--- config.mk ---
export PLATFORM = sky130hd
export DESIGN_NAME = mac8_seq_mac_flat
export DESIGN_NICKNAME = d
export VERILOG_FILES = /design/src/rtl/mac8_seq_mac_pkg.sv /design/src/rtl/mac8_seq_mac_if.sv /design/src/rtl/mac8_seq_mac_vedic_4bit_multiplier.sv /design/src/rtl/mac8_seq_mac.sv /design/src/flat_wrapper.sv
export SDC_FILE = /design/constraint.sdc
export NUM_CORES = 1
export LEC_CHECK = 0
export ABC_AREA = 1
export BUFFER_PORTS_ARGS = -buffer_cell sky130_fd_sc_hd__buf_2
export CORE_MARGIN = 5
export CORE_UTILIZATION = 45
export DETAILED_ROUTE_END_ITERATION = 16
export PLACE_DENSITY = 0.64
export SYNTH_ARGS = -nofsm -noshare
export SYNTH_HDL_FRONTEND = slang
export SYNTH_SLANG_ARGS = --single-unit
--- constraint.sdc ---
create_clock -name clk -period 6.3 [get_ports clk]
set_input_delay 0.63 -clock clk [delete_from_list [all_inputs] [get_ports clk]]
set_output_delay 0.63 -clock clk [all_outputs]
set_load 0.05 [all_outputs]
--- src/rtl/mac8_seq_mac_pkg.sv ---
// Shared definitions for the sequential 8x8 MAC: FSM encoding, defaults and the
// per-step nibble selection / shift table used by the multiply sequencer.
package mac8_pkg;

  localparam int unsigned ACC_W_DEF = 20;
  localparam int unsigned MUL_STEPS = 4;

  localparam logic [1:0] StIdle = 2'd0;
  localparam logic [1:0] StMul  = 2'd1;
  localparam logic [1:0] StAcc  = 2'd2;
  localparam logic [1:0] StDone = 2'd3;

  // Operands captured at the accept edge.
  typedef struct packed {
    logic [7:0] a;
    logic [7:0] b;
    logic       clr;
  } op_t;

  // Step order: lo*lo, lo*hi, hi*lo, hi*hi. Bit 1 picks the a nibble, bit 0 the b nibble.
  function automatic logic step_a_hi(input logic [1:0] step);
    return step[1];
  endfunction

  function automatic logic step_b_hi(input logic [1:0] step);
    return step[0];
  endfunction

  function automatic logic [3:0] step_shift(input logic [1:0] step);
    logic [3:0] sh;
    case (step)
      2'd0:    sh = 4'd0;
      2'd1:    sh = 4'd4;
      2'd2:    sh = 4'd4;
      default: sh = 4'd8;
    endcase
    return sh;
  endfunction

endpackage

--- src/rtl/mac8_seq_mac_if.sv ---
// Operand/result handshake bundle between the I/O capture logic and the MAC.
interface mac8_seq_mac_if #(
  parameter int unsigned ACC_W = 20
);

  logic             in_valid;
  logic             in_ready;
  logic [7:0]       a;
  logic [7:0]       b;
  logic             acc_clr;
  logic             out_valid;
  logic [ACC_W-1:0] acc;
  logic             ovf;

  modport master (
    output in_valid,
    output a,
    output b,
    output acc_clr,
    input  in_ready,
    input  out_valid,
    input  acc,
    input  ovf
  );

  modport slave (
    input  in_valid,
    input  a,
    input  b,
    input  acc_clr,
    output in_ready,
    output out_valid,
    output acc,
    output ovf
  );

endinterface

--- src/rtl/mac8_seq_mac_vedic_4bit_multiplier.sv ---
// Combinational 4x4 unsigned Vedic (Urdhva-Tiryagbhyam) multiplier built from
// four 2x2 blocks.
module vedic_4bit_multiplier (
  input  logic [3:0] a,
  input  logic [3:0] b,
  output logic [7:0] p
);

  function automatic logic [3:0] vedic_2x2(input logic [1:0] x, input logic [1:0] y);
    logic t0, t1, t2, c1;
    logic [3:0] r;
    t0   = x[1] & y[0];
    t1   = x[0] & y[1];
    t2   = x[1] & y[1];
    c1   = t0 & t1;
    r[0] = x[0] & y[0];
    r[1] = t0 ^ t1;
    r[2] = t2 ^ c1;
    r[3] = t2 & c1;
    return r;
  endfunction

  logic [3:0] q_ll;
  logic [3:0] q_hl;
  logic [3:0] q_lh;
  logic [3:0] q_hh;

  always_comb begin
    q_ll = vedic_2x2(a[1:0], b[1:0]);
    q_hl = vedic_2x2(a[3:2], b[1:0]);
    q_lh = vedic_2x2(a[1:0], b[3:2]);
    q_hh = vedic_2x2(a[3:2], b[3:2]);
    p    = {4'b0, q_ll} + {2'b0, q_hl, 2'b0} + {2'b0, q_lh, 2'b0} + {q_hh, 4'b0};
  end

endmodule

--- src/rtl/mac8_seq_mac.sv ---
// Sequential 8x8 unsigned MAC: one 4x4 core is time-shared over four cycles to
// form a 16-bit product, which is then added into a wrapping accumulator.
module mac8_seq_mac
  import mac8_pkg::*;
#(
  parameter int unsigned ACC_W = ACC_W_DEF
) (
  input logic             clk,
  input logic             rst_n,
  mac8_seq_mac_if.slave   bus
);

  localparam int unsigned SUM_W = ACC_W + 1;

  if (ACC_W < 16) begin : g_acc_w_check
    $error("ACC_W must be at least 16");
  end

  logic [1:0]       state_q, state_d;
  logic [1:0]       step_q, step_d;
  op_t              op_q, op_d;
  logic [15:0]      prod_q, prod_d;
  logic [ACC_W-1:0] acc_q, acc_d;
  logic             ovf_q, ovf_d;

  logic [3:0]       a_nib;
  logic [3:0]       b_nib;
  logic [7:0]       partial;
  logic [15:0]      prod_add;
  logic [SUM_W-1:0] acc_sum;

  // Nibble mux is driven from latched operands only, so bus changes mid-MUL are ignored.
  always_comb begin
    a_nib    = step_a_hi(step_q) ? op_q.a[7:4] : op_q.a[3:0];
    b_nib    = step_b_hi(step_q) ? op_q.b[7:4] : op_q.b[3:0];
    prod_add = prod_q + ({8'b0, partial} << step_shift(step_q));
    acc_sum  = SUM_W'(acc_q) + SUM_W'(prod_q);
  end

  vedic_4bit_multiplier u_core (
    .a (a_nib),
    .b (b_nib),
    .p (partial)
  );

  always_comb begin
    state_d = state_q;
    step_d  = step_q;
    op_d    = op_q;
    prod_d  = prod_q;
    acc_d   = acc_q;
    ovf_d   = ovf_q;
    case (state_q)
      StIdle: begin
        if (bus.in_valid) begin
          op_d.a   = bus.a;
          op_d.b   = bus.b;
          op_d.clr = bus.acc_clr;
          prod_d   = '0;
          step_d   = '0;
          state_d  = StMul;
        end
      end
      StMul: begin
        prod_d = prod_add;
        step_d = step_q + 2'd1;
        if (step_q == 2'(MUL_STEPS - 1)) begin
          state_d = StAcc;
        end
      end
      StAcc: begin
        if (op_q.clr) begin
          acc_d = ACC_W'(prod_q);
          ovf_d = 1'b0;
        end else begin
          acc_d = acc_sum[ACC_W-1:0];
          ovf_d = ovf_q | acc_sum[ACC_W];
        end
        state_d = StDone;
      end
      default: begin
        state_d = StIdle;
      end
    endcase
  end

  always_ff @(posedge clk or negedge rst_n) begin
    if (!rst_n) begin
      state_q <= StIdle;
      step_q  <= '0;
      op_q    <= '0;
      prod_q  <= '0;
      acc_q   <= '0;
      ovf_q   <= 1'b0;
    end else begin
      state_q <= state_d;
      step_q  <= step_d;
      op_q    <= op_d;
      prod_q  <= prod_d;
      acc_q   <= acc_d;
      ovf_q   <= ovf_d;
    end
  end

  always_comb begin
    bus.in_ready  = (state_q == StIdle);
    bus.out_valid = (state_q == StDone);
    bus.acc       = acc_q;
    bus.ovf       = ovf_q;
  end

endmodule

--- src/flat_wrapper.sv ---
// flat-port wrapper written by rule: the top's interface ports become plain ports
module mac8_seq_mac_flat import mac8_pkg::*;
#(
  parameter int unsigned ACC_W = ACC_W_DEF
)
  (clk, rst_n, bus_in_valid, bus_a, bus_b, bus_acc_clr, bus_in_ready, bus_out_valid, bus_acc, bus_ovf);
  mac8_seq_mac_if #(.ACC_W(ACC_W)) bus_i ();
  input logic clk;
  input logic rst_n;
  input wire logic [$bits(bus_i.in_valid)-1:0] bus_in_valid;
  input wire logic [$bits(bus_i.a)-1:0] bus_a;
  input wire logic [$bits(bus_i.b)-1:0] bus_b;
  input wire logic [$bits(bus_i.acc_clr)-1:0] bus_acc_clr;
  output wire logic [$bits(bus_i.in_ready)-1:0] bus_in_ready;
  output wire logic [$bits(bus_i.out_valid)-1:0] bus_out_valid;
  output wire logic [$bits(bus_i.acc)-1:0] bus_acc;
  output wire logic [$bits(bus_i.ovf)-1:0] bus_ovf;
  assign bus_i.in_valid = bus_in_valid;
  assign bus_i.a = bus_a;
  assign bus_i.b = bus_b;
  assign bus_i.acc_clr = bus_acc_clr;
  assign bus_in_ready = bus_i.in_ready;
  assign bus_out_valid = bus_i.out_valid;
  assign bus_acc = bus_i.acc;
  assign bus_ovf = bus_i.ovf;
  mac8_seq_mac #(.ACC_W(ACC_W)) u_core (.clk(clk), .rst_n(rst_n), .bus(bus_i));
endmodule
==> results of run 1 <==
[state kept, by name (all words and copies together), names as in the netlist]
signal / flops
u_core.op_q: 17
u_core.step_q: 2
u_core.state_q: 2
u_core.prod_q: 16
u_core.bus.acc: 20
u_core.bus.ovf: 1
[synth_stat cells]
master      n
xnor2_1     2
a21boi_2    1
o21ai_1     8
nor3b_1     1
nor2_1     74
nand2_2     3
nand3_2     3
inv_2       1
fa_1        7
or2_4       1
buf_4       1
nand3_1    42
clkbuf_1    6
inv_1      81
mux2i_1     9
and2_4      1
nor3_1      3
nor2_2      2
o221ai_1    3
o21bai_1    2
nand4_1     2
o211ai_1    6
buf_2       5
or2_0       1
ha_1       49
nor3_2      1
clkinv_1    1
a21oi_1    54
xor2_1      1
dfrtp_1    58
a21oi_2     3
a21o_1      5
o31ai_1     1
nand2_1   207
o21ai_0    36
or2_2       5
o211ai_2    1
and2_1      1
o22ai_1     2
[layout by cell type (no fill, tap or decap), drive strengths merged, types with 9 or more instances in the layout]
cell    synthesis  final
nand2         210    210
inv            82     82
nor2           76     76
dfrtp          58     58
a21oi          57     57
ha             49     49
nand3          45     45
buf             6     44
o21ai          44     44
clkbuf          6     13
mux2i           9      9
[stage by stage]
step / utilization [%] / std cells / hold WS, ns
after floorplan: - / 690 / 0.334
after global placement: 49.6 / 858 / 0.471
final: 51.3 / 873 / 0.435
after CTS: 51.3 / 873 / 0.455
after global routing: 51.3 / 873 / 0.475
after detailed placement: 49.6 / 858 / 0.469
[metal layers]
layer / routed length [um] / vias up / track usage, %
met5: 0 / - / 0
li1: - / 2338 / -
met3: 559 / 39 / 2.46
met4: 512 / 0 / 11.1
met2: 6340 / 119 / 37.4
met1: 5460 / 2142 / 24.7
[cell type report]
cell class	count	area share, %
flip-flops and latches	58	27.3
clock inverters	2	0.235
well taps	136	3.20
clock buffers	13	2.99
inverters	83	5.86
multi-input cells	537	56.2
repair buffers	44	4.24
[kinds of logic after synthesis]
kind of cell / share of synthesized area, %
simple gates: 29.8
compound gates: 14.2
buf+inv: 7.63
flops: 30.2
fa+ha+maj: 15.7
mux: 1.88
xor+xnor: 0.547
[worst max-delay path, cell delays in order, from the launching register on]
cell     delay [ns]
dfrtp_1        0.51
mux2i_1        0.41
nor2_1         0.08
ha_1           0.20
ha_1           0.28
inv_1          0.06
fa_1           0.42
inv_1          0.07
ha_1           0.15
inv_1          0.05
fa_1           0.40
inv_1          0.07
nand3_1        0.08
nand3_1        0.11
nand3_1        0.14
nand2_1        0.10
nor2_1         0.05
ha_1           0.37
a21oi_1        0.30
nor2_1         0.07
nor2_1         0.19
nand3_1        0.13
a21oi_1        0.13
o21ai_0        0.10
o21ai_0        0.08
[path summary, 6_finish.rpt]
check | endpoint | slack, ns
worst max-delay path | u_core.prod_q[10]$_DFFE_PN0P_ | 1.66
worst min-delay path | u_core.bus.acc[19]$_DFFE_PN0N_ | 0.43
worst max register to register | u_core.prod_q[10]$_DFFE_PN0P_ | 1.66
worst min register to register | u_core.op_q[4]$_DFFE_PN0P_ | 0.49
max in group asynchronous | u_core.op_q[14]$_DFFE_PN0P_ | 5.37
min in group clk | u_core.op_q[16]$_DFFE_PN0P_ | 0.46
[power groups by stage]
stage	combinational (mW)	clock [mW]	sequential (mW)
2_1_floorplan	1.31	0	0.776
3_3_place_gp	1.83	0	0.670
3_5_place_dp	1.87	0	0.675
4_1_cts	1.87	0.328	0.669
5_1_grt	2.12	0.342	0.688
6_report	1.87	0.317	0.668
==> results by group, run 1 <==
Yosys
  – Synth Warn #: 0
  – Library cells used by synthesis: 39
  – FF+latch count, synth: 58
  – Mapped Avg Cell Area: 6.96 um2
  – Sequential element share of the synthesized area: 30.2%
  – Post-synth net total: 766
  – Top cell type's share of synthesized area: 30.2%
  – Cells after Synth: between 600 and 700
  – Mapped Area: slightly below 5000 um2
  – Yosys top cell by area: dfrtp_1
  – Synth area leaders: dfrtp_1 30%, nand2_1 16%, ha_1 13%, inv_1 6.3%, nor2_1 5.8%

Placed design
  – Setup WS pre-CTS: 1.66 ns
  – Detail Placement HPWL: 10300 um
  – IO Port Bufs: 42
  – Placed cell areas: 5140 um2
  – RePlAce Congestion: 0.936

Setup path
  – Critical path class: reg2reg
  – CP Capture Type: flip-flop
  – Crit path launch type: flip-flop
  – Critical path origin: u_core.step_q[0]$_DFFE_PN0P_
  – CP arrival: 4.91 ns
  – Crit Reg-Reg Startpoint: u_core.step_q[0]$_DFFE_PN0P_
  – CP Max Fanout: 7
  – CP required: 6.57 ns
  – R2r worst-path depth: 24

Power and ir drop
  – P_sw: 1.56 mW
  – Internal Pwr Total: around 1.3 mW
  – VDD IR max: ~0.21 mV
  – Total power: 2.85 mW
  – Sequential power share: between 20% and 30%
  – Power Dens Cells: 536 nW/um2
  – Leakage: 2.92 nW
  – Clock Power Share: 11.1%
  – Net Sw Frac: between 50 and 60%
  – Combinational share of power: approximately two thirds

Layout
  – NumNets Final: about 800
  – Layout cells sized above 1: 10.7%
  – Fill cell count: about 1100
  – Antenna diodes: 0
  – Final Instance Area: 5320 um2
  – Area of the multi-input gates: about 3000 um2
  – FF+latch area: 1450 um2
  – P&R area growth vs syn: 10.7%

STA
  – RSZ-0062 raised after global routing: false
  – Fmax: 0.216 GHz
  – Tmin final: approximately 4.6 ns
  – Count of final setup violators: 0
  – Worst-margin pin slew: between 0.7 and 0.8 ns
  – Fin Setup TNS: 0 ns
  – Final worst setup slack: 1.66 ns
  – Fin. Hold Viols: 0
  – Setup Skew: 0.0103 ns
  – Final period util: 73.6%
  – Max-slew violations: 0
  – Slew Limit Headroom: about 50%

Global routing
  – Total Routing Usage GR: 21.0%
  – Initial antenna violation count: 0
  – Largest net degree at the start of global routing: 59
  – Total congestion overflow: 0
  – First-pass GRT wire length: 21600 um
  – Vias in the first global route: ~4600

CTS
  – Clock Latency Late Sink: ~0.35 ns
  – CTS Buf Count: 9
  – Post-CTS Setup Inserts: 0
  – Clock Path Buffers: 2
  – Clock root buffer master: clkbuf_8
  – Clk sink count: 58
  – Clk pin slew, worst setup/hold paths: 0.07 ns
  – Post-CTS Resized: 0
  – CTS Hold Bufs: 0
  – CTS H-tree lvls: 3
  – TritonCTS clock tree: built

Run
  – Max Cap Viol: 0

Min path
  – Worst min-delay path class: in2async

Floorplanning
  – Die Ht: 113 um
  – Starting Density: 46.3%
  – Die width: around 110 um
  – Core area: 10400 um2
  – # rows: 37
  – Io pins: 43
  – Die Area: 12800 um2

Route
  – ANT nets after route: 0
  – 1st-pass router iterations: 5
  – Total routed wirelength: about 13000 um
  – 1st-iter DRT viols: roughly 240
  – Routed len/inst: between 10 and 15 um
  – Vias per cell: 5.31
  – DR vias: 4638
  – # DRC: 0

Run status
  – Outcome: finished clean
Power figures use the tool's default switching activity.
==> run 2, diff against run 1 <==
==> constraint.sdc (replaced) <==
create_clock -name clk -period 4.8 [get_ports clk]
set_input_delay 0.48 -clock clk [delete_from_list [all_inputs] [get_ports clk]]
set_output_delay 0.48 -clock clk [all_outputs]
set_load 0.05 [all_outputs]
==> run 2 against run 1 <==
  * Clock skew up 0.0010 ns
  * Flip-flop and latch count unchanged
  * Non-clock buffer count unchanged
  * Cell area up 1.5%
  * Hold slack worse by 0.15 ns
  * Combinational power up 33%
  * Clock-buffer cell count down 1
  * Routed wire length up 0.74%
  * Clock power up 68%
  * Total power up 37%
  * Critical path type unchanged
==> results by group, run 2 (same netlist as run 1, synthesis figures left out) <==
Run status
  – Outcome: finished clean

Placed design
  – Setup WS pre-CTS: 0.187 ns (-1.48 ns)
  – Placed cell areas: 5140 um2 (unchanged)
  – Dpl cells: 858 (unchanged)
  – RePlAce Congestion: 0.936 (about the same)
  – IO Port Bufs: 42 (unchanged)
  – Detail Placement HPWL: 10200 um (-0.43%)

Power and ir drop
  – Internal Pwr Total: 1.81 mW (+41%)
  – Power Dens Cells: 724 nW/um2 (+35%)
  – Total power: 3.91 mW (+37%)
  – VDD IR max: 0.263 mV (+28%)
  – P_sw: 2.09 mW (+34%)
  – Net Sw Frac: 53.6% (-1.3 points)
  – Leakage: 2.95 nW (+1.0%)
  – Clock Power Share: 13.6% (+2.5 points)
  – Combinational share of power: 63.8% (-1.7 points)
  – Sequential power share: 22.6% (-0.8 points)

Setup path
  – Crit path to: u_core.prod_q[14]$_DFFE_PN0P_
  – CP arrival: 4.71 ns (-0.20 ns)
  – CP required: 5.04 ns (-1.53 ns)
  – Crit Reg-Reg Startpoint: u_core.step_q[0]$_DFFE_PN0P_
  – Crit path launch type: flip-flop
  – R2r worst-path depth: 25 (+4.2%)
  – R2R setup slack: 0.33 ns (-1.33 ns)
  – End of the worst register-to-register path: u_core.prod_q[14]$_DFFE_PN0P_
  – Critical path origin: u_core.step_q[0]$_DFFE_PN0P_
  – CP Max Fanout: 7 (unchanged)
  – Critical path class: reg2reg
  – CP Capture Type: flip-flop

STA
  – Fmax: 0.224 GHz (+3.7%)
  – Count of final setup violators: 0 (unchanged)
  – Fin Setup TNS: 0 ns (unchanged)
  – RSZ-0062 raised after global routing: false
  – Worst-margin pin slew: 0.747 ns (-0.0148 ns)
  – Setup Skew: 0.0113 ns (+0.00102 ns)
  – Tmin final: 4.47 ns (-0.167 ns)
  – Final worst setup slack: 0.331 ns (-1.33 ns)
  – Slew Limit Headroom: 50.2% (+0.99 points)
  – Max-slew violations: 0 (unchanged)
  – Fin. Hold Viols: 0 (unchanged)
  – Hold_ws: 0.284 ns (-0.151 ns)
  – Final period util: 93.1% (+20 points)

Min path
  – Worst min-delay path class: in2async

Layout
  – Layout cells sized above 1: 11.9% (+1.2 points)
  – P&R area growth vs syn: 12.3%
  – Most frequent cells in the layout: 207 x nand2_1, 81 x inv_1, 74 x nor2_1
  – Final Instance Area: 5400 um2 (+1.5%)
  – Antenna diodes: 0 (unchanged)
  – Layout Cells excl Fill: 874 (+0.11%)
  – Max reg flops: 20 (unchanged)
  – NumNets Final: 809 (unchanged)
  – Commonest non-fill, non-tap cell in the layout: nand2_1
  – Finished Core Util: 52.0% (+0.76 points)

Global routing
  – Vias in the first global route: 4636 (-0.26%)
  – First-pass GRT wire length: 21600 um (-0.16%)
  – Largest net degree at the start of global routing: 59 (unchanged)
  – Total Routing Usage GR: 20.9% (-0.070 points)
  – Total congestion overflow: 0 (unchanged)
  – Initial antenna violation count: 0 (unchanged)

CTS
  – Clk pin slew, worst setup/hold paths: 0.07 ns (about the same)
  – TritonCTS clock tree: built
  – Post-CTS Setup Inserts: 0 (unchanged)
  – Clock Path Buffers: 2 (unchanged)
  – CTS Buf Count: 9 (unchanged)
  – Clk sink count: 58 (unchanged)
  – Clock Latency Late Sink: 0.35 ns (about the same)
  – CTS H-tree lvls: 3 (unchanged)
  – Clock root buffer master: clkbuf_8

Floorplanning
  – Die Ht: 113 um (unchanged)
  – Die width: 113 um (unchanged)
  – Core area: 10400 um2 (unchanged)
  – Starting Density: 46.3% (unchanged)
  – # rows: 37 (unchanged)
  – Die Area: 12800 um2 (unchanged)
  – Io pins: 43 (unchanged)

Route
  – # DRC: 0 (unchanged)
  – Total routed wirelength: 13000 um (+0.74%)
  – ANT nets after route: 0 (unchanged)
  – 1st-pass router iterations: 4 (-1)
  – Vias per cell: 5.32 (+0.12%)
  – 1st-iter DRT viols: 215 (-9.3%)
  – Routed len/inst: 14.8 um (+0.62%)
  – DR vias: 4649 (+0.24%)

Run
  – Max Cap Viol: 0 (unchanged)
-- run 2: final cells by class --
class                           count  area, um2
Clock inverter                      4       73.8
Multi-Input combinational cell    537       3010
Sequential cell                    58       1450
Timing Repair Buffer               44        225
Tap cell                          136        170
Inverter                           83        312
Clock buffer                       12        155
Fill cell                        1035       4970
-- run 2: worst max-delay path, stage by stage (launching register included) --
cell     delay [ns]
dfrtp_2        0.46
mux2i_2        0.33
nor2_1         0.09
ha_1           0.21
ha_1           0.27
inv_1          0.05
fa_1           0.42
inv_1          0.07
ha_1           0.15
inv_1          0.06
fa_1           0.40
inv_1          0.08
nand3_1        0.08
nand3_1        0.11
nand3_1        0.14
nand2_1        0.09
nor2_1         0.05
ha_1           0.39
a21oi_2        0.24
nor2_1         0.06
nor2_1         0.22
nor2_1         0.07
nor2_1         0.12
nand3_1        0.08
nand2_1        0.07
o21ai_1        0.06
-- run 2: worst min-delay path by stage --
stage / startpoint / to / slack, ns / cells after the start
after floorplan: rst_n / u_core.bus.acc[0]$_DFFE_PN0N_ / 0.18 / 0
after global placement: u_core.op_q[7]$_DFFE_PN0P_ / u_core.op_q[7]$_DFFE_PN0P_ / 0.47 / 2
after detailed placement: u_core.op_q[4]$_DFFE_PN0P_ / u_core.op_q[4]$_DFFE_PN0P_ / 0.47 / 2
after CTS: rst_n / u_core.bus.acc[17]$_DFFE_PN0N_ / 0.30 / 2
after global routing: bus_a[4] / u_core.op_q[13]$_DFFE_PN0P_ / 0.32 / 3
final: rst_n / u_core.bus.acc[13]$_DFFE_PN0N_ / 0.28 / 2
-- run 2: timing repair --
item | in CTS | in global routing
hold buffers | 0 | 0
hold endpoints to repair | 0 | 0
setup endpoints to repair | 0 | 6
resized for setup | 0 | 7
-- run 2: power by group through the flow --
stage                     Clock (mW)  Sequential, mW  Combinational [mW]
after floorplan                    0            1.02                1.71
after global placement             0           0.880                2.40
after detailed placement           0           0.884                2.46
after CTS                      0.545           0.876                2.46
after global routing           0.569           0.910                2.80
final                          0.533           0.883                2.49
-- run 2: metal layers --
layer | track usage [%] | vias up | part of all wire [%]
li1 | - | 2348 | -
met1 | 24.0 | 2153 | 43
met2 | 37.9 | 112 | 50
met3 | 2.57 | 36 | 3.9
met4 | 11.1 | 0 | 3.9
met5 | 0 | - | 0
==> run 3, diff against run 2 <==
--- a/config.mk
+++ b/config.mk
@@ -9,6 +9,7 @@
 export BUFFER_PORTS_ARGS = -buffer_cell sky130_fd_sc_hd__buf_2
 export CORE_MARGIN = 5
 export CORE_UTILIZATION = 45
+export CTS_BUF_LIST = sky130_fd_sc_hd__clkbuf_4
 export DETAILED_ROUTE_END_ITERATION = 16
 export PLACE_DENSITY = 0.64
 export SYNTH_ARGS = -nofsm -noshare
==> run 3 against run 2 <==
  * Critical path depth is 1 lower
  * Clock-buffer cell count is 2 lower
  * Setup slack worse by 0.014 ns
  * Flip-flop and latch count stayed put
  * Cell area is 1.3% lower
  * Via count is 0.49% lower
  * Sequential share of layout area is 0.37 points higher
  * Register-to-register slack hardly changed
  * Clock power is 23% lower
  * Routed wire length is 0.38% lower
  * Largest power group unchanged
==> results by group, run 3 (same netlist as run 1, synthesis figures left out) <==
Setup path
  – Critical path class: reg2reg
  – Crit Reg-Reg Startpoint: u_core.step_q[0]$_DFFE_PN0P_
  – CP Capture Type: flip-flop
  – CP Max Fanout: 7 (unchanged)
  – CP arrival: 4.82 ns (+0.11 ns)
  – End of the worst register-to-register path: u_core.prod_q[10]$_DFFE_PN0P_
  – CP required: 5.14 ns (+0.10 ns)
  – R2r worst-path depth: 24 (-4.0%)
  – Crit path launch type: flip-flop
  – R2R setup slack: 0.32 ns (about the same)

CTS
  – CTS Hold Bufs: 0 (unchanged)
  – Clock Path Buffers: 2 (unchanged)
  – Clk sink count: 58 (unchanged)
  – CTS Buf Count: 9 (unchanged)
  – TritonCTS clock tree: built
  – Clock Latency Late Sink: 0.42 ns (+0.07 ns)
  – CTS H-tree lvls: 3 (unchanged)
  – Clk pin slew, worst setup/hold paths: 0.11 ns (+0.04 ns)
  – Clock root buffer master: clkbuf_4

Layout
  – Finished Core Util: 51.3% (-0.70 points)
  – NumNets Final: 809 (unchanged)
  – Final Instance Area: 5320 um2 (-1.3%)
  – Antenna diodes: 0 (unchanged)
  – Most frequent cells in the layout: 207 x nand2_1, 81 x inv_1, 74 x nor2_1
  – P&R area growth vs syn: 10.8%
  – Layout cells sized above 1: 11.8% (-0.14 points)
  – Commonest non-fill, non-tap cell in the layout: nand2_1
  – Layout Cells excl Fill: 874 (unchanged)
  – Max reg flops: 20 (unchanged)
  – Fill cell count: 1049 (+1.4%)

Placed design
  – Detail Placement HPWL: 10200 um (unchanged)
  – Placed cell areas: 5140 um2 (unchanged)
  – Dpl cells: 858 (unchanged)
  – Setup WS pre-CTS: 0.187 ns (unchanged)
  – IO Port Bufs: 42 (unchanged)
  – RePlAce Congestion: 0.936 (unchanged)

Run
  – Max Cap Viol: 0 (unchanged)

Floorplanning
  – # rows: 37 (unchanged)
  – Die Ht: 113 um (unchanged)
  – Die width: 113 um (unchanged)
  – Starting Density: 46.3% (unchanged)
  – Io pins: 43 (unchanged)
  – Core area: 10400 um2 (unchanged)
  – Die Area: 12800 um2 (unchanged)

STA
  – Max-slew violations: 0 (unchanged)
  – Fin. Hold Viols: 0 (unchanged)
  – Slew Limit Headroom: 49.4% (-0.77 points)
  – Setup Skew: 0.0188 ns (+0.00748 ns)
  – Final worst setup slack: 0.318 ns (-0.0139 ns)
  – Fmax: 0.223 GHz (-0.31%)
  – Hold_ws: 0.212 ns (-0.0716 ns)
  – Worst-margin pin slew: 0.759 ns (+0.0116 ns)
  – Final period util: 93.4% (+0.29 points)
  – Count of final setup violators: 0 (unchanged)
  – Fin Setup TNS: 0 ns (unchanged)
  – Tmin final: 4.48 ns (+0.0139 ns)
  – RSZ-0062 raised after global routing: false

Power and ir drop
  – Total power: 3.78 mW (-3.3%)
  – Power Dens Cells: 710 nW/um2 (-1.9%)
  – VDD IR max: 0.269 mV (+2.1%)
  – Leakage: 2.92 nW (-1.1%)

Route
  – DR vias: 4626 (-0.49%)
  – 1st-pass router iterations: 4 (unchanged)
  – Routed len/inst: 14.8 um (-0.38%)
  – 1st-iter DRT viols: 219 (+1.9%)
  – Total routed wirelength: 12900 um (-0.38%)
  – ANT nets after route: 0 (unchanged)
  – # DRC: 0 (unchanged)
  – Vias per cell: 5.29 (-0.49%)

Min path
  – Worst min-delay path class: in2async

Global routing
  – First-pass GRT wire length: 21500 um (-0.42%)
  – Total congestion overflow: 0 (unchanged)
  – Total Routing Usage GR: 20.8% (-0.16 points)
  – Largest net degree at the start of global routing: 59 (unchanged)
  – Initial antenna violation count: 0 (unchanged)
  – Vias in the first global route: 4626 (-0.22%)

Run status
  – Outcome: finished clean
## run 3: how the worst max path moves through the flow
stage / startpoint / to / cells past startpoint
2_1_floorplan: u_core.step_q[0]$_DFFE_PN0P_ / u_core.prod_q[14]$_DFFE_PN0P_ / 26
3_3_place_gp: u_core.step_q[0]$_DFFE_PN0P_ / u_core.prod_q[14]$_DFFE_PN0P_ / 25
3_5_place_dp: u_core.step_q[0]$_DFFE_PN0P_ / u_core.prod_q[14]$_DFFE_PN0P_ / 25
4_1_cts: u_core.step_q[0]$_DFFE_PN0P_ / u_core.prod_q[14]$_DFFE_PN0P_ / 25
5_1_grt: u_core.step_q[0]$_DFFE_PN0P_ / u_core.prod_q[14]$_DFFE_PN0P_ / 25
6_report: u_core.step_q[0]$_DFFE_PN0P_ / u_core.prod_q[10]$_DFFE_PN0P_ / 24
## run 3: worst max-delay path, stage by stage (launching register included)
cell	delay, ns
dfrtp_2	0.48
mux2i_2	0.33
nor2_1	0.09
ha_1	0.21
ha_1	0.27
inv_1	0.05
fa_1	0.42
inv_1	0.07
ha_1	0.15
inv_1	0.06
fa_1	0.40
inv_1	0.08
nand3_1	0.08
nand3_1	0.11
nand3_1	0.14
nand2_1	0.09
nor2_1	0.05
ha_1	0.39
a21oi_2	0.24
nor2_1	0.06
nor2_1	0.22
nand3_1	0.13
a21oi_1	0.13
o21ai_0	0.09
o21ai_0	0.07
## run 3: routing by layer
layer | track usage (%) | share of wire [%] | vias up
met5 | 0 | 0 | -
met4 | 9.94 | 3.2 | 0
met3 | 3.16 | 4.1 | 29
met2 | 37.4 | 50 | 102
met1 | 24.0 | 43 | 2151
li1 | - | - | 2344
## run 3: what timing repair did
item / in CTS / in global routing
setup endpoints to repair: 0 / 7
gates resized for setup: 0 / 7
buffers inserted: 0 / 0
## run 3: report_power, final
group	total [mW]	internal [mW]	switching, mW
clock network	0.413	0.214	0.199
logic	2.49	0.810	1.68
registers	0.881	0.682	0.199
## run 3: area by class of cell
class | instances | area (um2) | area share, %
clock buffers | 10 | 75.1 | 1.41
clock inverters | 6 | 81.3 | 1.53
inverters | 83 | 312 | 5.85
multi-input cells | 537 | 3010 | 56.5
flip-flops and latches | 58 | 1450 | 27.3
well taps | 136 | 170 | 3.20
repair buffers | 44 | 225 | 4.23
